==> config.mk <==
export PLATFORM = sky130hd
export DESIGN_NAME = vram_fetch_arbiter
export DESIGN_NICKNAME = d
export VERILOG_FILES = /design/src/rtl/vram_fetch_arbiter.sv
export SDC_FILE = /design/constraint.sdc
export NUM_CORES = 1
export LEC_CHECK = 0
export BUFFER_PORTS_ARGS = -buffer_cell sky130_fd_sc_hd__buf_2
export CORE_AREA = 5 5 116 118
export DETAILED_ROUTE_END_ITERATION = 12
export DIE_AREA = 0 0 121 123
export GPL_ROUTABILITY_DRIVEN = 0
export GPL_TIMING_DRIVEN = 0
export SETUP_SLACK_MARGIN = 0.2
export SLEW_MARGIN = 20
export SYNTH_ARGS = -nofsm -noshare
export SYNTH_HDL_FRONTEND = slang
export SYNTH_SLANG_ARGS = --single-unit
==> constraint.sdc <==
create_clock -name clk -period 5.6 [get_ports clk]
set_input_delay 0.56 -clock clk [delete_from_list [all_inputs] [get_ports clk]]
set_output_delay 0.56 -clock clk [all_outputs]
set_load 0.02 [all_outputs]
==> src/rtl/vram_fetch_arbiter.sv <==
// Single-port VRAM arbiter: copies the next visible scanline into a ping-pong
// line buffer at the start of h-blank and serves CPU accesses in the gaps.
module vram_fetch_arbiter #(
    parameter int ADDR_W   = 14,
    parameter int DATA_W   = 16,
    parameter int WORDS    = 40,
    parameter int STRIDE   = 40,
    parameter int FB_BASE  = 0,
    parameter int LB_AW    = 7,
    parameter int H_ACTIVE = 640,
    parameter int V_ACTIVE = 480,
    parameter int V_TOTAL  = 525
) (
    input  logic              clk,
    input  logic              reset,
    input  logic [9:0]        pixel_row,
    input  logic [9:0]        pixel_column,
    input  logic              cpu_req,
    input  logic              cpu_we,
    input  logic [ADDR_W-1:0] cpu_addr,
    input  logic [DATA_W-1:0] cpu_wdata,
    output logic              cpu_ack,
    output logic [DATA_W-1:0] cpu_rdata,
    output logic              mem_en,
    output logic              mem_we,
    output logic [ADDR_W-1:0] mem_addr,
    output logic [DATA_W-1:0] mem_wdata,
    input  logic [DATA_W-1:0] mem_rdata,
    output logic              lb_we,
    output logic [LB_AW-1:0]  lb_addr,
    output logic [DATA_W-1:0] lb_wdata,
    output logic              fetch_busy,
    output logic              overrun,
    input  logic              overrun_clr
);
    localparam int IW = LB_AW - 1;
    localparam int CW = LB_AW + 1;
    localparam logic [CW-1:0]     LAST     = CW'(WORDS + 1);
    localparam logic [CW-1:0]     NWORDS   = CW'(WORDS);
    localparam logic [ADDR_W-1:0] BASE_A   = ADDR_W'(FB_BASE);
    localparam logic [ADDR_W-1:0] STRIDE_A = ADDR_W'(STRIDE);

    typedef enum logic [1:0] {
        IDLE,
        FETCH,
        CPU_ISSUE,
        CPU_ACK
    } state_t;

    state_t state, state_nx;

    logic [9:0]        next_row;
    logic              trigger;
    logic [ADDR_W-1:0] line_addr;
    logic [CW-1:0]     fcnt, fcnt_nx, fcnt_inc;
    logic              pending, pending_nx;
    logic              bank, bank_nx;
    logic              go_fetch, go_cpu;
    logic              en_nx, we_nx, busy_nx, ack_nx;
    logic              ack_rd, ack_rd_nx;
    logic [ADDR_W-1:0] addr_nx;
    logic [DATA_W-1:0] wdata_nx;
    logic              rd_pend;
    logic [IW-1:0]     rd_idx;
    logic [DATA_W-1:0] rdata_hold;

    assign next_row  = (pixel_row == 10'(V_TOTAL - 1)) ? 10'd0 : pixel_row + 10'd1;
    assign trigger   = (pixel_column == 10'(H_ACTIVE)) && (next_row < 10'(V_ACTIVE));
    assign line_addr = BASE_A + ADDR_W'(next_row) * STRIDE_A;
    assign fcnt_inc  = fcnt + CW'(1);

    // Read data arrives in the ack cycle itself, so it bypasses the hold register.
    assign cpu_rdata = ack_rd ? mem_rdata : rdata_hold;

    always_ff @(posedge clk or posedge reset) begin
        if (reset) begin
            state <= IDLE;
        end else begin
            state <= state_nx;
        end
    end

    always_comb begin
        state_nx   = state;
        fcnt_nx    = fcnt;
        bank_nx    = bank;
        pending_nx = pending;
        en_nx      = 1'b0;
        we_nx      = 1'b0;
        addr_nx    = mem_addr;
        wdata_nx   = mem_wdata;
        busy_nx    = 1'b0;
        ack_nx     = 1'b0;
        ack_rd_nx  = 1'b0;
        go_fetch   = 1'b0;
        go_cpu     = 1'b0;

        unique case (state)
            IDLE: begin
                go_fetch = trigger || pending;
                go_cpu   = !(trigger || pending) && cpu_req;
            end
            FETCH: begin
                // The last busy cycle doubles as the idle decision slot for a waiting CPU.
                if (fcnt == LAST) begin
                    state_nx = IDLE;
                    go_cpu   = cpu_req;
                end else begin
                    busy_nx = 1'b1;
                    fcnt_nx = fcnt_inc;
                    if (fcnt_inc < NWORDS) begin
                        en_nx   = 1'b1;
                        addr_nx = mem_addr + ADDR_W'(1);
                    end
                end
            end
            CPU_ISSUE: begin
                state_nx  = CPU_ACK;
                ack_nx    = 1'b1;
                ack_rd_nx = !mem_we;
            end
            CPU_ACK: begin
                state_nx = IDLE;
            end
        endcase

        if (go_fetch) begin
            state_nx   = FETCH;
            fcnt_nx    = '0;
            bank_nx    = next_row[0];
            en_nx      = 1'b1;
            addr_nx    = line_addr;
            busy_nx    = 1'b1;
            pending_nx = 1'b0;
        end
        if (go_cpu) begin
            state_nx = CPU_ISSUE;
            en_nx    = 1'b1;
            we_nx    = cpu_we;
            addr_nx  = cpu_addr;
            wdata_nx = cpu_wdata;
        end
        if (trigger && (state == CPU_ISSUE || state == CPU_ACK)) begin
            pending_nx = 1'b1;
        end
    end

    always_ff @(posedge clk or posedge reset) begin
        if (reset) begin
            fcnt       <= '0;
            bank       <= 1'b0;
            pending    <= 1'b0;
            mem_en     <= 1'b0;
            mem_we     <= 1'b0;
            mem_addr   <= '0;
            mem_wdata  <= '0;
            fetch_busy <= 1'b0;
            cpu_ack    <= 1'b0;
            ack_rd     <= 1'b0;
            rd_pend    <= 1'b0;
            rd_idx     <= '0;
            lb_we      <= 1'b0;
            lb_addr    <= '0;
            lb_wdata   <= '0;
            rdata_hold <= '0;
            overrun    <= 1'b0;
        end else begin
            fcnt       <= fcnt_nx;
            bank       <= bank_nx;
            pending    <= pending_nx;
            mem_en     <= en_nx;
            mem_we     <= we_nx;
            mem_addr   <= addr_nx;
            mem_wdata  <= wdata_nx;
            fetch_busy <= busy_nx;
            cpu_ack    <= ack_nx;
            ack_rd     <= ack_rd_nx;
            rd_pend    <= (state == FETCH) && mem_en;
            rd_idx     <= fcnt[IW-1:0];
            lb_we      <= rd_pend;
            if (rd_pend) begin
                lb_addr  <= {bank, rd_idx};
                lb_wdata <= mem_rdata;
            end
            if (ack_rd) begin
                rdata_hold <= mem_rdata;
            end
            if (trigger && fetch_busy) begin
                overrun <= 1'b1;
            end else if (overrun_clr) begin
                overrun <= 1'b0;
            end
        end
    end
endmodule

# ---- After elaboration in Yosys (flattened, before gate mapping)
# Cells that the tools add are included.
dict set report word_totals {
  ram_bits 0
  latch_bits 0
  rom_bits 0
  reg_bits 95
  memories 0
  inputBits 71
}
dict set report op_classes {
  shifts 0
  mux 32
  mul 1
  addsub 3
  eq_ne 9
  n_bitwise 0
  n_lt_le_gt_ge 2
  reduce_logical 19
  div 0
}
# op n
set ops {}
lappend ops {{2-to-1 mux 14 bit} 5}
lappend ops {{2-to-1 mux 8 bit} 3}
lappend ops {{equality test 10 bit (second input constant)} 2}
lappend ops {{2-to-1 mux 1 bit} 17}
lappend ops {{2-to-1 mux 16 bit} 1}
lappend ops {{adder 14 x 1 -> 14 bit (second input constant)} 1}
lappend ops {{multiplier 10 x 3 -> 11 bit (second input constant)} 1}
lappend ops {{adder 10 x 1 -> 10 bit (second input constant)} 1}
lappend ops {{less-than comparator 10 x 9 -> 1 bit (second input constant)} 1}
lappend ops {{2-to-1 mux 10 bit} 1}
lappend ops {{adder 8 x 1 -> 8 bit (second input constant)} 1}
lappend ops {{equality test 8 x 6 -> 1 bit (second input constant)} 1}
lappend ops {{less-than comparator 8 x 6 -> 1 bit (second input constant)} 1}
lappend ops {{2-to-1 mux 2 bit} 3}
lappend ops {{one-hot mux 2 bit (3 select lines)} 1}
lappend ops {{nonzero test 2 bit} 3}
lappend ops {{nonzero test 3 bit} 2}
lappend ops {{logical AND 1 bit} 5}
lappend ops {{nonzero test 5 bit} 1}
lappend ops {{equality test 2 bit (second input constant)} 2}
lappend ops {{inequality test 4 bit (second input constant)} 1}
lappend ops {{AND reduction 2 bit} 2}
lappend ops {{inequality test 3 bit (second input constant)} 1}
lappend ops {{AND reduction 3 bit} 1}
lappend ops {{other kinds (6)} 8}

# ---- Logic depth before layout (Yosys ltp)
dict set report depth {
  word_depth 10
  mapped_depth 14
  depth_no_buf 14
}

# ---- Worst setup path after synthesis
# Ideal clock, no wire load.
dict set report synth_path {
  kind {input port to flip-flop}
  start {input pixel_row[5]}
  end {register mem_addr[12]}
  required_time_ns 5.506
  path_slack_ns 1.938
  cell_stages 13
  setup_time_ns 0.094
  path_buffers 1
  arrival_ns 3.568
  cell_sequence {buf_6 -> or4_4 -> nor4_4 -> and2b_1 -> ha_1 -> ha_1 -> fa_1 -> a21o_1 -> a21oi_1 -> o21bai_1 -> a21oi_1 -> xor2_1 -> a221oi_2}
}
dict set report synth_between {
  elab_chain_cells 10
  word_cells_on_any_way 17
  classes_between {1 x add/sub; 1 x mul; 1 x order compare; 2 x eq/ne; 5 x mux; 7 x reduce/logical}
}
# item line_no
set synth_lines {}
lappend synth_lines {{start, declared} 16} ;# input logic [9:0] pixel_row,
lappend synth_lines {{adder 10 x 1 -> 10 bit or equality test 10 bit (tied branches)} 67} ;# assign next_row = (pixel_row == 10'(V_TOTAL - 1)) ? 10'd0 : pixel_row + 10'd1;
lappend synth_lines {{2-to-1 mux 10 bit (*)} 67}
lappend synth_lines {{parallel branches: the longest is 8 deep, another holds multiplier 10 x 3 -> 11 bit} -}
lappend synth_lines {{end signal, assigned} 173} ;# mem_addr <= addr_nx;
lappend synth_lines {{end, declared} 26} ;# output logic [ADDR_W-1:0] mem_addr,
# Mark *: on every way between the ends.
# A chain may end at the register's enable or synchronous reset.

# ---- Worst setup path after layout
dict set report layout_path {
  start {input pixel_row[6]}
  end {register mem_addr[12]}
}
# The elaborated chain is that of the path after synthesis.

==> results.md <==
Clocking:
- The maximum root-to-sink buffer count is 2.
- The maximum level of the CTS H-tree is 3.
- The clock input transition at the sequential cells of the worst setup and hold paths is 0.07 ns.
- The total number of clock tree sinks is 95.
- The clock reaches the later pin of the worst-skew pair after between 0.3 and 0.4 ns.
- TritonCTS built the clock tree.
- In this run the clock root is driven by a clkbuf_16.
- The number of gates given a new drive strength after cts is 0.
- After clock tree synthesis, the flow added hold-fix buffers numbering 0.
- The post-CTS setup buffer count is 0.
- The number of CTS-inserted buffers is 9.

GRT:
- The maximum number of pins on one net before global-route repair is 58.
- The combined global-route utilization of all metal layers is 0.155.
- The residual overflow from global routing is 0.
- The first global-routing pass estimated 18.5 mm of wire.
- The number of antenna violations at the first check in global routing is 0.
- The via count of the first global-routing pass is roughly 3800.

Placed design:
- The number of placed instances, taps included, is between 700 and 800.
- At the placement stage, the worst setup path has a slack of approximately 1.7 ns.
- The count of port buffers added during placement is ~140.
- Once detailed placement completed, the half-perimeter wirelength came to 8.91 mm.

Worst setup path:
- The critical path required time is 5.85 ns.
- The worst setup path is captured at a flop.
- Measured in cells, the most critical reg-to-reg path has a length of 9.
- STA classifies the critical path startpoint as an input port.
- Traced cell by cell, the critical path runs through buf_2, or4_4, nor4_4, and2b_1, ha_1, ha_1, fa_1, a21o_1, a21oi_1, o21bai_1, a21oi_1, xor2_1, a221oi_2.
- Tracing the worst setup path back leads to its startpoint at pixel_row[6].
- The capture point of the worst reg-to-reg path is mem_addr[10].
- The maximum fanout along the worst path is 5.
- The largest individual stage delay along the critical path comes from the cell or4_4.
- Data arrives at the worst endpoint at around 3.8 ns.
- The launch instance of the worst register-to-register path is fcnt[4].
- The largest stage delay on the critical path is 0.54 ns.
- By startpoint and endpoint, the worst setup path is classified as in2reg.
- The setup slack of the worst register-to-register path is 2.98 ns.
- The most critical setup path has its endpoint at mem_addr[12].

Floorplan:
- The height of the die is 123 um.
- The starting density of the core is 0.387.
- The width of the die is 121 um.
- The floorplan step defined a core boundary enclosing 0.0124 mm2.
- The I/O pin count is between 100 and 150.
- The floorplan has 41 rows.
- The floorplan step defined a die boundary enclosing 0.0149 mm2.

Layout:
- In the layout the commonest cells are buf_2 (150), dfrtp_1 (95), nand2_1 (82), mux2_2 (39), nor2_1 (33).
- The number of nets in the layout is 698.
- The fraction of layout instances using a drive strength above 1 is 0.373.
- The library cell used most frequently in the layout, excluding fill and tap cells, is buf_2.
- The number of antenna diodes in the final layout is 0.
- Compared with the post-synthesis result, the final layout area differs by 26.3%.
- The final cell count without fillers is 783.

Synth:
- For this run, asynchronously set or reset flops after synthesis account for 1.00.
- The dominant synthesized flop cell is dfrtp_1.
- The total number of yosys warnings is 0.
- Synthesis produced a netlist with a net count of approximately 540.
- After synthesis the cells add up to roughly 0.0048 mm2.
- In this run, synthesis produced a sequential element count of 95.
- Of the synthesized area, sequential elements account for 0.496.
- The unique cell type count in the Yosys netlist is 60.
- The synthesized design contains 0 enable-type register cells.
- The mean instance size in the synthesized netlist is approximately 11 um2.
- The cell count after synthesis is 451.

Timing:
- The post-route setup TNS is 0 ns.
- Across the routed clock network, the largest skew measured is around 0.0079 ns.
- Setup repair after global routing left no endpoint under its margin.
- In the finished design, the share of the clock period the worst path needs comes to 0.641.
- The count of final setup violators is 0.
- In the post-route analysis, the smallest setup slack over all paths is approximately 2.0 ns.
- The final count of hold timing violations is 0.
- Static timing analysis puts the maximum clock frequency at 0.278 GHz.
- The total count of max-transition violations in the final report is 0.
- The post-layout minimum cycle time is 3.59 ns.
- The worst max-slew margin expressed relative to the limit is 0.633.
- The slew of the pin with the lowest slew margin is between 0.5 and 0.6 ns.

Hold path:
- The kind of path behind the tightest hold check is in2async.

Detailed routing:
- The final wirelength is 11.5 mm.
- After the first detailed-routing iteration, the DRC count stood at 191.
- The total iterations of the first detailed-routing run is 4.
- Summing over every cut layer, the via total after detailed routing is 3795.
- The per-cell routed wire length is ~15 um.
- The remaining design rule violation count is 0.
- The count of nets left with antenna violations once routing finished came out at 0.
- The via count normalized by instance count is 4.85.

Power and ir drop:
- Summed over all cells, the static leakage comes to 2.92 nW.
- The highest ir drop seen on vdd is 0.000184 V.
- The power per cell area is between 500 and 600 mW/mm2.

Run status:
- The flow ran to the end, and the final reports show no timing, DRC or antenna violations.

Run:
- Max-cap violations in this run came to 0.
==> worst max-delay path, delay by kind of cell <==
family	cells	cell delay, ns
fa+ha+maj	3	0.92
compound gates	5	0.95
xor+xnor	1	0.11
buf+inv	1	0.13
simple gates	3	1.15
==> kinds of logic (layout without fill, tap and decap cells) <==
logic type / Yosys count / count (layout) / share of synthesized area
buffers and inverters: 30 / 190 / 0.0316
flip-flops: 95 / 95 / 0.496
adder cells (fa/ha/maj): 21 / 21 / 0.0564
AO/OA/AOI/OAI: 55 / 55 / 0.0826
multiplexers: 40 / 40 / 0.0938
AND/OR/NAND/NOR: 178 / 178 / 0.181
XOR/XNOR: 32 / 32 / 0.0585
==> power by group <==
group	total, mW	internal, mW	switching [mW]
logic	1.47	0.580	0.894
clock network	0.612	0.349	0.263
registers	1.22	1.01	0.211
==> through the flow <==
| step | instance area, um2 | utilization | total power [mW] | hold WS (ns) |
|---|---|---|---|---|
| after floorplan | 4790 | - | 2.21 | 0.440 |
| after global placement | 5720 | 0.463 | 2.67 | 0.412 |
| after detailed placement | 5750 | 0.465 | 2.72 | 0.424 |
| after CTS | 6050 | 0.489 | 3.34 | 0.219 |
| after global routing | 6050 | 0.489 | 3.53 | 0.232 |
| final | 6050 | 0.489 | 3.30 | 0.220 |
==> final cells by class <==
type	instances	area [um2]
multi-input combinational	326	2260
clock inverter	6	68.8
inverter	12	50.0
sequential	95	2380
fill	1124	6310
tap	172	215
clock buffer	10	229
buffer	18	106
timing repair buffer	144	743
==> state kept, by name, indices dropped and copies added (netlist names) <==
name,flops
lb_wdata,16
mem_wdata,16
rdata_hold,16
mem_addr,14
fcnt,8
lb_addr,7
rd_idx,6
state,2
ack_rd,1
bank,1
cpu_ack,1
fetch_busy,1
lb_we,1
mem_en,1
mem_we,1
overrun,1
pending,1
rd_pend,1
==> cell usage after synthesis, types with 3 or more instances <==
cell type	count	share of area
o21bai_1	3	0.0047
buf_2	7	0.0073
a21oi_1	9	0.0094
or4_1	3	0.0047
nor4_1	5	0.0065
nand2_1	82	0.064
inv_1	12	0.0094
xor2_1	15	0.027
nor3_1	8	0.0084
mux2_2	39	0.092
o21ai_0	10	0.010
nand3_1	10	0.010
o21ai_1	11	0.011
nor2_1	33	0.026
ha_1	20	0.052
nand4_1	8	0.010
and3_1	6	0.0078
xnor2_1	17	0.031
nor4b_1	3	0.0055
clkbuf_1	5	0.0039
buf_6	3	0.0071
dfrtp_1	95	0.50
==> worst min path at each step <==
stage,start,endpoint,slack [ns],cells past startpoint
CTS,reset,rdata_hold[9],0.22,2
global placement,mem_we,ack_rd,0.41,1
detailed placement,mem_we,ack_rd,0.42,1
floorplan,bank,bank,0.44,2
global route,reset,lb_wdata[6],0.23,2
finish,reset,rdata_hold[9],0.22,2
==> routing by layer <==
layer	vias to the layer above	part of all wire	global-route usage
met5	-	0	0
met2	113	0.47	0.257
met1	1797	0.45	0.203
met3	11	0.064	0.0348
met4	0	0.012	0.0460
li1	1874	-	-
No activity file was read; power rests on OpenSTA's default activity.
